[config.mk]
export PLATFORM = sky130hd
export DESIGN_NAME = deserializer
export DESIGN_NICKNAME = d
export VERILOG_FILES = /design/src/rtl/serdes_pkg.sv /design/src/rtl/deserializer_sync_edge.sv /design/src/rtl/deserializer.sv
export SDC_FILE = /design/constraint.sdc
export NUM_CORES = 1
export LEC_CHECK = 0
export CAP_MARGIN = 20
export CELL_PAD_IN_SITES_DETAIL_PLACEMENT = 1
export CELL_PAD_IN_SITES_GLOBAL_PLACEMENT = 2
export CORE_MARGIN = 1.5
export CORE_UTILIZATION = 39
export CTS_BUF_LIST = sky130_fd_sc_hd__clkbuf_8
export DETAILED_ROUTE_END_ITERATION = 7
export GPL_ROUTABILITY_DRIVEN = 0
export HOLD_SLACK_MARGIN = 0.03
export PLACE_DENSITY = 0.88
export SLEW_MARGIN = 30
export SYNTH_ARGS = -nofsm -noshare
export SYNTH_HDL_FRONTEND = slang
export SYNTH_HIERARCHICAL = 1
export SYNTH_SLANG_ARGS = --single-unit
[constraint.sdc]
create_clock -name clk -period 2.9 [get_ports clk]
set_input_delay 0.58 -clock clk [delete_from_list [all_inputs] [get_ports clk]]
set_output_delay 0.58 -clock clk [all_outputs]
set_load 0.02 [all_outputs]
[src/rtl/serdes_pkg.sv]
// serdes_pkg: shared definitions for the serializer/deserializer link.
//   OPCODEW_DEF / ADDRW_DEF : default field widths
//   state_e                 : frame FSM states (IDLE, RECV)
//   framew()                : total frame width from the two field widths
package serdes_pkg;

  localparam int OPCODEW_DEF = 2;
  localparam int ADDRW_DEF   = 8;

  typedef enum logic {
    IDLE = 1'b0,
    RECV = 1'b1
  } state_e;

  function automatic int framew(input int opcodew, input int addrw);
    return opcodew + addrw;
  endfunction

endpackage

[src/rtl/deserializer_sync_edge.sv]
// sync_edge: 2-flop synchronizer with a registered previous value for edge
// detection.
//   clk, rst : system clock, async active-high reset
//   d        : asynchronous input line
//   sync     : synchronized level
//   rise     : one-cycle pulse on a synchronized 0->1 transition
//   fall     : one-cycle pulse on a synchronized 1->0 transition
// RST_VAL is the idle level of the line; all flops reset to it.
module sync_edge #(
  parameter logic RST_VAL = 1'b0
) (
  input  logic clk,
  input  logic rst,
  input  logic d,
  output logic sync,
  output logic rise,
  output logic fall
);

  logic       meta_q, meta_d;
  logic       sync_q, sync_d;
  logic       prev_q, prev_d;
  logic [2:0] primed_q, primed_d;

  // Edges are only reported once prev_q holds a real sample rather than the
  // reset value; otherwise a line already away from its idle level at reset
  // release would produce a spurious edge.
  always_comb begin
    meta_d   = d;
    sync_d   = meta_q;
    prev_d   = sync_q;
    primed_d = {primed_q[1:0], 1'b1};
  end

  always_ff @(posedge clk or posedge rst) begin
    if (rst) begin
      meta_q   <= RST_VAL;
      sync_q   <= RST_VAL;
      prev_q   <= RST_VAL;
      primed_q <= '0;
    end else begin
      meta_q   <= meta_d;
      sync_q   <= sync_d;
      prev_q   <= prev_d;
      primed_q <= primed_d;
    end
  end

  assign sync = sync_q;
  assign rise = primed_q[2] & sync_q & ~prev_q;
  assign fall = primed_q[2] & ~sync_q & prev_q;

endmodule

[src/rtl/deserializer.sv]
// deserializer: SPI responder-side frame receiver (mode 0, MSB first).
//   clk, rst          : system clock, async active-high reset
//   n_cs, spi_clk,
//   mosi              : asynchronous SPI lines
//   valid_out         : a decoded frame is held on opcode/addr
//   opcode, addr      : frame fields (registered)
//   ready_in          : consumer accepts the frame
//   err               : one-cycle pulse per malformed or overrun frame
module deserializer
  import serdes_pkg::*;
#(
  parameter int OPCODEW = OPCODEW_DEF,
  parameter int ADDRW   = ADDRW_DEF
) (
  input  logic               clk,
  input  logic               rst,
  input  logic               n_cs,
  input  logic               spi_clk,
  input  logic               mosi,
  output logic               valid_out,
  output logic [OPCODEW-1:0] opcode,
  output logic [ADDRW-1:0]   addr,
  input  logic               ready_in,
  output logic               err
);

  localparam int FRAMEW = framew(OPCODEW, ADDRW);
  localparam int CNTW   = $clog2(FRAMEW + 2);
  localparam logic [CNTW-1:0] CNT_FULL = CNTW'(FRAMEW);
  localparam logic [CNTW-1:0] CNT_SAT  = CNTW'(FRAMEW + 1);

  logic cs_sync, cs_rise, cs_fall;
  logic spi_sync, spi_rise, spi_fall;

  sync_edge #(.RST_VAL(1'b1)) u_cs_sync (
    .clk  (clk),
    .rst  (rst),
    .d    (n_cs),
    .sync (cs_sync),
    .rise (cs_rise),
    .fall (cs_fall)
  );

  sync_edge #(.RST_VAL(1'b0)) u_spi_sync (
    .clk  (clk),
    .rst  (rst),
    .d    (spi_clk),
    .sync (spi_sync),
    .rise (spi_rise),
    .fall (spi_fall)
  );

  logic unused_sync;
  assign unused_sync = ^{cs_sync, spi_sync, spi_fall};

  // mosi gets the same two-flop delay as the edge detectors' sync output, so
  // its level is aligned with spi_rise.
  logic mosi_meta_q, mosi_meta_d;
  logic mosi_sync_q, mosi_sync_d;

  state_e             state_q, state_d;
  logic [CNTW-1:0]    cnt_q, cnt_d;
  logic [FRAMEW-1:0]  shift_q, shift_d;
  logic               valid_q, valid_d;
  logic [OPCODEW-1:0] opcode_q, opcode_d;
  logic [ADDRW-1:0]   addr_q, addr_d;
  logic               err_q, err_d;

  always_comb begin
    mosi_meta_d = mosi;
    mosi_sync_d = mosi_meta_q;
    state_d     = state_q;
    cnt_d       = cnt_q;
    shift_d     = shift_q;
    valid_d     = valid_q;
    opcode_d    = opcode_q;
    addr_d      = addr_q;
    err_d       = 1'b0;

    if (valid_q && ready_in) valid_d = 1'b0;

    case (state_q)
      IDLE: begin
        if (cs_fall) begin
          state_d = RECV;
          cnt_d   = '0;
          shift_d = '0;
        end
      end
      RECV: begin
        if (spi_rise) begin
          shift_d = {shift_q[FRAMEW-2:0], mosi_sync_q};
          if (cnt_q != CNT_SAT) cnt_d = cnt_q + 1'b1;
        end
        if (cs_rise) begin
          state_d = IDLE;
          if (cnt_q != CNT_FULL) begin
            err_d = 1'b1;
          end else if (!valid_q || ready_in) begin
            opcode_d = shift_q[FRAMEW-1:ADDRW];
            addr_d   = shift_q[ADDRW-1:0];
            valid_d  = 1'b1;
          end else begin
            // Slot still held: keep the old frame, flag the overrun.
            err_d = 1'b1;
          end
        end
      end
      default: state_d = IDLE;
    endcase
  end

  always_ff @(posedge clk or posedge rst) begin
    if (rst) begin
      mosi_meta_q <= 1'b0;
      mosi_sync_q <= 1'b0;
      state_q     <= IDLE;
      cnt_q       <= '0;
      shift_q     <= '0;
      valid_q     <= 1'b0;
      opcode_q    <= '0;
      addr_q      <= '0;
      err_q       <= 1'b0;
    end else begin
      mosi_meta_q <= mosi_meta_d;
      mosi_sync_q <= mosi_sync_d;
      state_q     <= state_d;
      cnt_q       <= cnt_d;
      shift_q     <= shift_d;
      valid_q     <= valid_d;
      opcode_q    <= opcode_d;
      addr_q      <= addr_d;
      err_q       <= err_d;
    end
  end

  assign valid_out = valid_q;
  assign opcode    = opcode_q;
  assign addr      = addr_q;
  assign err       = err_q;

endmodule

[After elaboration in Yosys (flattened, before gate mapping)]
Cells that the tools add are included.
Word-level totals
  register bits after elaboration: 41
  bits in latches: 0
  memory bits (writable): 0
  ROM bits: 0
  bits of input ports: 6
  output and inout bits: 12
  logic and storage cells: 59
  memories: 0
Cells by class
  $add $sub $neg: 1
  multipliers: 0
  div/mod/pow operators: 0
  $lt $le $gt $ge: 0
  equal/unequal tests: 5
  shift-type cells: 0
  multiplexer cells: 19
  bitwise operators: 11
  reduce and logical (&&, ||, !) cells: 6
Operator list (count)
  10-bit 2-to-1 mux: 2
  10-bit case mux with 2 select lines: 1
  4-bit 2-to-1 mux: 3
  1-bit 2-to-1 mux: 11
  4-bit inequality test (second input constant): 2
  4-bit case mux with 2 select lines: 1
  1-bit AND: 6
  1-bit inverter: 5
  4-bit by 1-bit adder with 4-bit output (second input constant): 1
  2-bit inequality test (second input constant): 2
  4-bit AND reduction: 1
  3-bit AND reduction: 1
  2-bit by 1-bit inequality test with 1-bit output (second input constant): 1
  1-bit case mux with 2 select lines: 1
  2-bit AND reduction: 1
  1-bit logical AND: 1
  1-bit logical NOT: 1
  1-bit logical OR: 1

[Logic depth before layout (Yosys ltp)]
Gate-level depths: netlist (run 1).
  depth after elaboration: 6
  gate-level depth with buffers: 6

[Cells and area by module]
The synthesis (run 1) kept the hierarchy.
Modules (own cells, without submodules)
  deserializer: instances 1, cells an instance 81, area an instance 1191.1 um^2, seq. area each 725.7 um^2
  sync_edge (u_cs_sync): instances 1, cells an instance 10, area an instance 178.9 um^2, seq. area each 153.9 um^2
  sync_edge (u_spi_sync): instances 1, cells an instance 10, area an instance 175.2 um^2, seq. area each 150.1 um^2

[Worst setup path before layout (run 1)]
OpenSTA, ideal clock, no wires.
  path type: reg2reg
  start: register cnt_q[0]
  end: register addr_q[0] (netlist: addr[0])
  data arrival time: 1.414 ns
  required time: 2.775 ns
  setup slack: 1.361 ns
  cell stages (with the launch flop): 7
  period minus slack after synthesis: 1.539 ns
  cells stage by stage: dfrtp_1 inv_1 ha_1 and3b_1 and4_4 buf_12 mux2_4
Between the ends
  word-level cells in the longest chain between the ends: 3
RTL lines
  start, declared: RTL line deserializer.sv:62  | logic [CNTW-1:0] cnt_q, cnt_d;
  start signal, assigned: RTL line deserializer.sv:128  | cnt_q <= cnt_d;
  4-bit inequality test: RTL line deserializer.sv:97  | if (cnt_q != CNT_FULL) begin
  1-bit inverter (no source line)
  4-bit AND reduction (no source line)
  end signal, assigned: RTL line deserializer.sv:132  | addr_q <= addr_d;
  end, declared: RTL line deserializer.sv:66  | logic [ADDRW-1:0] addr_q, addr_d;
No other way between the ends.
A chain may end at the register's enable or synchronous reset.

[Final worst setup path (run 1)]
  start: register addr_q[5] (netlist: addr[5])
  end: output addr[5]
RTL lines
  end, declared: RTL line deserializer.sv:22  | output logic [ADDRW-1:0] addr,
No word-level cell between the ends.

==> results.sh, run 1 <==
export IMPL_status="finished clean"
export IMPL_fin_nets=130
export IMPL_antenna_found_initial=0
export IMPL_leakagePower_uw=0.000886
export IMPL_area_growth_pct=19.5
export IMPL_drc=0
export IMPL_row_count=22
export IMPL_post_cts_resize_count=0
export IMPL_antenna_left=0
export IMPL_initial_core_util=0.413
export IMPL_grt_use_total=0.163
export IMPL_worst_path_buf_inv=1
export IMPL_peakVddDrop_mv=0.315
export IMPL_overflow=0
export IMPL_post_place_cells=163
export IMPL_hold_class="flip-flop to flip-flop"
export IMPL_drt_pass1_iter_count=4
export IMPL_crit_required_ps=2320
export IMPL_cts_hold_repair_buffers=0
export IMPL_cp_arrival_ps=1300
export IMPL_slew_violations=0
export IMPL_clock_path_buffers=2
export IMPL_power_density_nw_per_um2=621
export IMPL_finalHoldViolations=0
export IMPL_final_cell_mix="dfrtp_1, clkdlybuf4s50_1, mux2_4, a22o_1"
export IMPL_fin_crit_sh=0.647
export IMPL_syn_area_per_cell_um2=15.4
export IMPL_boundaryPins=18
export IMPL_clk_pin_slew_ps=70
export IMPL_ys_warn_count=6
export IMPL_via_per_inst=4.97
export IMPL_fin_tns_setup_ps=0
export IMPL_grt_pass1_vias=973
export IMPL_tritoncts="yes"
export IMPL_worstPathCellList="clkdlybuf4s50_1"
export IMPL_post_route_min_period_ps=1880
export IMPL_cts_root_buf="clkbuf_8"
export IMPL_crit_path_top_delay_cell="clkdlybuf4s50_1"
export IMPL_cts_made_buffers=5
export IMPL_grt_pass1_wl_um=4950
export IMPL_drt_iter0_markers=19
export IMPL_h_tree_depth=2
export IMPL_slew_limit_headroom=0.530
export IMPL_path_max_fanout=2
export IMPL_drive_above_1_share=0.179
export IMPL_grt_max_degree=30
export IMPL_fmax_mhz=533
export IMPL_syn_num_nets=108
export IMPL_path_class="flip-flop to output port"
export IMPL_clk_latency_ps=290
export IMPL_layout_commonest_cell="dfrtp_1"
export IMPL_synthCells=100
export IMPL_wl_per_cell_um=16.7
export IMPL_skew_ps=6.14
export IMPL_rsz0062_at_grt="false"
export IMPL_core_area_um2=3720
export IMPL_dp_hpwl_um=1980
export IMPL_vias=850
export IMPL_die_x_um=65.8
export IMPL_tightest_slew_ps=703
export IMPL_drv_cap=0
export IMPL_cp_top_family="buffers and inverters"
export IMPL_critPathMaxStageDelay_ps=620
export IMPL_end_kind="output port"
export IMPL_placement_io_buffers=17
export IMPL_n_antenna_cell=0
export IMPL_post_cts_buffers=0
export IMPL_setup_violations=0
export IMPL_die_area_um2=4330
export IMPL_die_h_um=65.8
export IMPL_layout_cells_non_filler=171
export IMPL_netlist_area_um2=1540
export IMPL_drt_total_wl_um=2850
export IMPL_clock_sinks=41
export IMPL_critPathLaunchType="flip-flop"
==> power breakdown <==
part	switching (uW)	internal, uW
clock network	176	187
registers	47.5	622
logic	51.6	55.0
==> through the flow <==
step | area, um^2 | util | total power [uW] | setup WS, ps | hold slack, ps
6_report | 1840 | 0.494 | 1140 | 1020 | 354
5_1_grt | 1840 | 0.494 | 1210 | 857 | 364
4_1_cts | 1840 | 0.494 | 1160 | 1020 | 353
3_5_place_dp | 1750 | 0.470 | 789 | 888 | 337
3_3_place_gp | 1750 | 0.470 | 773 | 901 | 331
2_1_floorplan | 1540 | - | 744 | 1360 | 331
==> layer usage <==
layer	track usage	share of wire	vias up	routed length, um
met1	0.190	0.44	440	1250
met4	0.0938	0.028	0	79
met2	0.261	0.50	16	1440
met3	0.0565	0.031	7	89
met5	0	0	-	0
li1	-	-	387	-
==> path summary, 6_finish.rpt <==
kind	startpoint	endpoint	slack (ps)	cells past startpoint
min in group asynchronous	rst	u_cs_sync/primed_q[1]	560	2
worst min-delay path	u_spi_sync/meta_q	u_spi_sync/sync	350	0
max in group asynchronous	rst	shift_q[5]	1910	3
worst max-delay path	addr[5]	addr[5]	1020	1
worst max register to register	u_spi_sync/sync	shift_q[2]	1050	4
worst min register to register	u_spi_sync/meta_q	u_spi_sync/sync	350	0
==> state kept, by name, indices dropped and copies added, names as in the netlist <==
name,count
shift_q,10
addr,8
cnt_q,4
u_cs_sync/primed_q,3
u_spi_sync/primed_q,3
opcode,2
err,1
mosi_meta_q,1
mosi_sync_q,1
state_q,1
u_cs_sync/meta_q,1
u_cs_sync/prev_q,1
u_cs_sync/sync,1
u_spi_sync/meta_q,1
u_spi_sync/prev_q,1
u_spi_sync/sync,1
valid_out,1
==> layout make-up <==
type | instances | area (um^2)
Clock buffer | 6 | 82.6
Timing Repair Buffer | 18 | 178
Inverter | 4 | 15.0
Fill cell | 385 | 1880
Multi-Input combinational cell | 52 | 463
Clock inverter | 2 | 7.51
Sequential cell | 41 | 1030
Tap cell | 48 | 60.1
No activity file was read; power rests on OpenSTA's default activity.
==> inputs of run 2 (changes only) <==
- CORE_UTILIZATION: 39 -> 37
- clock period: 2.9 -> 1.5 ns (I/O delays scaled with it)
==> results.sh, run 2 (synthesis results as in run 1) <==
export IMPL_slew_violations=0
export IMPL_fin_crit_sh=1.05
export IMPL_initial_core_util=0.384
export IMPL_crit_required_ps=1690
export IMPL_grt_pass1_wl_um=5000
export IMPL_switching_share=0.261
export IMPL_dr_wl_met2_um=1480
export IMPL_path_class="flip-flop to flip-flop"
export IMPL_reg2regPathDepth=5
export IMPL_drt_iter0_markers=28
export IMPL_cp_arrival_ps=1760
export IMPL_core_area_um2=4000
export IMPL_skew_ps=8.41
export IMPL_post_place_cells=172
export IMPL_cts_hold_repair_buffers=0
export IMPL_drv_cap=0
export IMPL_layout_commonest_cell="dfrtp_1"
export IMPL_end_kind="flip-flop"
export IMPL_n_antenna_cell=0
export IMPL_r2r_setup_slack_ps=-70
export IMPL_critPathLaunchType="flip-flop"
export IMPL_worstReg2RegStart="cnt_q[0]"
export IMPL_clk_latency_ps=300
export IMPL_hold_ws_ps=284
export IMPL_clkPwrFrac=0.308
export IMPL_power_frac_comb=0.131
export IMPL_clock_sinks=41
export IMPL_fin_nets=138
export IMPL_worstSetupEndpoint="addr[2]"
export IMPL_hold_class="input pin to async pin"
export IMPL_dp_hpwl_um=2010
export IMPL_power_density_nw_per_um2=1200
export IMPL_seq_power_share=0.561
export IMPL_grt_use_total=0.159
export IMPL_antenna_found_initial=0
export IMPL_cts_made_buffers=5
export IMPL_status="finished, violations left"
export IMPL_worstPathCellList="inv_1, ha_2, and3b_2, and4_4, mux2_4"
export IMPL_top_register="shift_q"
export IMPL_post_route_min_period_ps=1570
export IMPL_nFillCells=411
export IMPL_boundaryPins=18
export IMPL_drt_pass1_iter_count=2
export IMPL_peakVddDrop_mv=0.656
export IMPL_cp_top_family="simple AND/OR/NAND/NOR gates"
export IMPL_cp_num_cells=5
export IMPL_die_area_um2=4550
export IMPL_wl_per_cell_um=16.3
export IMPL_violations="negative setup slack"
export IMPL_crit_start="cnt_q[0]"
export IMPL_placement_io_buffers=17
export IMPL_power_switching_uw=594
export IMPL_row_count=23
export IMPL_place_ws_ps=-283
export IMPL_m1WireLength_um=1330
export IMPL_topRoutingLayerUsed="met4"
export IMPL_finish_utilization=0.474
export IMPL_finalHoldViolations=0
export IMPL_drive_above_1_share=0.275
export IMPL_drc=0
export IMPL_grt_max_degree=19
export IMPL_worst_path_buf_inv=1
export IMPL_r2r_end="addr[2]"
export IMPL_die_x_um=67.4
export IMPL_overflow=0
export IMPL_area_growth_pct=23.4
export IMPL_layout_cells_non_filler=181
export IMPL_clock_path_buffers=2
export IMPL_drt_total_wl_um=2940
export IMPL_cts_root_buf="clkbuf_8"
export IMPL_leakagePower_uw=0.000981
export IMPL_h_tree_depth=2
export IMPL_critPathMaxStageDelay_ps=380
export IMPL_crit_path_top_delay_cell="dfrtp_1"
export IMPL_rsz0062_at_grt="true"
export IMPL_clk_pin_slew_ps=80
export IMPL_largest_reg_flops=10
export IMPL_via_per_inst=4.95
export IMPL_setup_violations=10
export IMPL_p_int_uw=1680
export IMPL_tritoncts="yes"
export IMPL_worst_slack_ps=-67.9
export IMPL_final_cell_mix="dfrtp_1, dlygate4sd2_1, mux2_4, a22o_1, buf_4"
export IMPL_path_max_fanout=5
export IMPL_antenna_left=0
export IMPL_routed_wl_met3_um=83
export IMPL_total_power_uw=2280
export IMPL_fmax_mhz=638
export IMPL_die_h_um=67.4
export IMPL_grt_pass1_vias=975
export IMPL_vias=896
==> run 2: cell types whose count changed in the layout (fill, tap and decap cells not counted), sizes merged <==
cell,delta
and4,+1
clkdlybuf4s50,-12
buf,+7
inv,-2
clkinv,+2
clkbuf,-1
dlygate4sd2,+12
clkinvlp,+1
==> run 2: repair_timing <==
item | in CTS | in global routing
gates cloned | 1 | 0
resized for setup | 17 | 1
pin swaps | 2 | 0
buffers inserted | 0 | 0
endpoints found under the setup margin | 32 | 10
==> run 2: layout make-up <==
class                   count  area (um^2)  share of cell area
repair buffers             25          215               0.114
clock inverters             3         17.5             0.00924
inverters                   4         15.0             0.00792
multi-input cells          53          487               0.257
flip-flops and latches     41         1030               0.543
clock buffers               5         68.8              0.0363
well taps                  50         62.6              0.0330
==> run 2: layer usage <==
metal | GRT usage | vias to the layer above
li1 | - | 410
met1 | 0.204 | 467
met2 | 0.236 | 11
met3 | 0.0483 | 8
met4 | 0.0944 | 0
met5 | 0 | -
==> run 2: how the worst min path moves through the flow <==
stage / startpoint / end / cells after the start / slack, ps
final: rst / u_spi_sync/primed_q[2] / 2 / 280
after global routing: rst / u_spi_sync/primed_q[2] / 2 / 320
after CTS: rst / u_cs_sync/primed_q[0] / 2 / 290
after detailed placement: u_cs_sync/primed_q[0] / u_cs_sync/primed_q[1] / 0 / 340
after global placement: u_cs_sync/primed_q[1] / u_cs_sync/primed_q[2] / 0 / 330
after floorplan: rst / u_cs_sync/primed_q[0] / 1 / 90
==> run 2: per-stage QoR <==
stage               area (um^2)  setup TNS (ps)
detailed placement         1800           -5080
finish                     1900            -511
CTS                        1890            -459
global route               1900           -1100
global placement           1800           -3630
floorplan                  1540            -350
==> run 2: power groups by stage <==
stage / logic (uW) / clock network [uW] / registers [uW]
5_1_grt: 335 / 774 / 1290
6_report: 297 / 702 / 1280
3_3_place_gp: 268 / 0 / 1280
4_1_cts: 298 / 734 / 1280
3_5_place_dp: 294 / 0 / 1290
2_1_floorplan: 150 / 0 / 1290
==> inputs of run 3 (changes only) <==
- REMOVE_ABC_BUFFERS: unset -> 1
==> results.sh, run 3 (synthesis results as in run 1) <==
export IMPL_status="finished, violations left"
export IMPL_violations="negative setup slack"
export IMPL_drc=0
export IMPL_layout_commonest_cell="dfrtp_1"
export IMPL_critPathMaxStageDelay_ps=400
export IMPL_fmax_mhz=636
export IMPL_rsz0062_at_grt="true"
export IMPL_worst_slack_ps=-72.1
export IMPL_largest_reg_flops=10
export IMPL_die_area_um2=4550
export IMPL_area_growth_pct=27.0
export IMPL_critPathLaunchType="flip-flop"
export IMPL_final_cell_mix="dfrtp_1, dlygate4sd2_1, buf_4"
export IMPL_grt_pass1_wl_um=4730
export IMPL_cts_root_buf="clkbuf_8"
export IMPL_initial_core_util=0.384
export IMPL_drt_pass1_iter_count=2
export IMPL_cts_hold_repair_buffers=0
export IMPL_grt_use_total=0.151
export IMPL_path_max_fanout=5
export IMPL_clk_pin_slew_ps=70
export IMPL_finish_utilization=0.488
export IMPL_tritoncts="yes"
export IMPL_cp_top_family="simple AND/OR/NAND/NOR gates"
export IMPL_place_ws_ps=-208
export IMPL_use_met3=0.0450
export IMPL_clock_sinks=41
export IMPL_cts_made_buffers=5
export IMPL_met2_usage=0.252
export IMPL_wl_per_cell_um=15.5
export IMPL_cp_arrival_ps=1750
export IMPL_worst_path_buf_inv=1
export IMPL_core_area_um2=4000
export IMPL_fin_tns_setup_ps=-616
export IMPL_via_per_inst=4.91
export IMPL_setup_violations=11
export IMPL_antenna_found_initial=0
export IMPL_peakVddDrop_mv=0.637
export IMPL_row_count=23
export IMPL_drv_cap=0
export IMPL_clk_latency_ps=290
export IMPL_fin_crit_sh=1.05
export IMPL_skew_ps=4.33
export IMPL_overflow=0
export IMPL_end_kind="flip-flop"
export IMPL_crit_required_ps=1680
export IMPL_drt_total_wl_um=2870
export IMPL_h_tree_depth=2
export IMPL_die_h_um=67.4
export IMPL_leakagePower_uw=0.00102
export IMPL_slew_violations=0
export IMPL_worstPathCellList="inv_2, ha_1, and3b_2, and4_4, mux2_4"
export IMPL_crit_path_top_delay_cell="dfrtp_1"
export IMPL_hold_class="input pin to async pin"
export IMPL_vias=909
export IMPL_antenna_left=0
export IMPL_post_route_min_period_ps=1570
export IMPL_top_register="shift_q"
export IMPL_path_class="flip-flop to flip-flop"
export IMPL_boundaryPins=18
export IMPL_clock_path_buffers=2
export IMPL_top_usage_layer="met2"
export IMPL_grt_pass1_vias=994
export IMPL_fin_nets=142
export IMPL_finalHoldViolations=0
export IMPL_n_antenna_cell=0
export IMPL_power_density_nw_per_um2=1210
export IMPL_placement_io_buffers=17
export IMPL_dp_hpwl_um=1800
export IMPL_drive_above_1_share=0.296
export IMPL_grt_max_degree=30
export IMPL_drt_iter0_markers=60
export IMPL_use_met1=0.171
export IMPL_die_x_um=67.4
==> run 3: cell types whose count changed in the layout (fill, tap and decap cells not counted), sizes merged <==
cell / delta
clkbuf: +2
clkinvlp: -1
clkinv: -1
buf: +4
==> run 3: power by group <==
part           leakage [uW]  switching (uW)  internal [uW]
registers          0.000529            76.6           1200
clock network     0.0000542             353            415
logic              0.000435             146            174
==> run 3: final timing paths <==
kind	startpoint	slack, ps	cells after the start	endpoint
max	cnt_q[0]	-70	5	addr[6]
min	rst	270	2	u_cs_sync/primed_q[0]
max reg2reg	cnt_q[0]	-70	5	addr[6]
min reg2reg	u_spi_sync/primed_q[0]	350	0	u_spi_sync/primed_q[1]
max in group asynchronous	rst	940	3	shift_q[6]
min in group clk	u_spi_sync/primed_q[0]	350	0	u_spi_sync/primed_q[1]
==> run 3: cell type report <==
cell class                 instances  area (um^2)
fill                             406         2050
sequential                        41         1030
multi-input combinational         53          484
timing repair buffer              29          258
clock buffer                       7         96.3
tap                               50         62.6
inverter                           4         15.0
clock inverter                     1         5.00
==> run 3: metrics by stage <==
step	area [um^2]	std cells	power (uW)	hold WS, ps
finish	1950	185	2370	270
global route	1950	185	2500	308
CTS	1930	183	2370	269
detailed placement	1830	174	1590	336
global placement	1830	174	1560	331
floorplan	1510	97	1440	88.8
==> run 3: layer usage <==
layer,vias up,wire (um)
li1,413,-
met1,473,1180
met2,19,1510
met3,4,124
met4,0,51
met5,-,0
==> run 3: what timing repair did <==
item	in CTS	in global routing
pin swaps	1	1
endpoints found under the setup margin	32	20
resized for setup	16	2
gates cloned	1	0
setup buffers	0	2
endpoints found under the hold margin	0	0
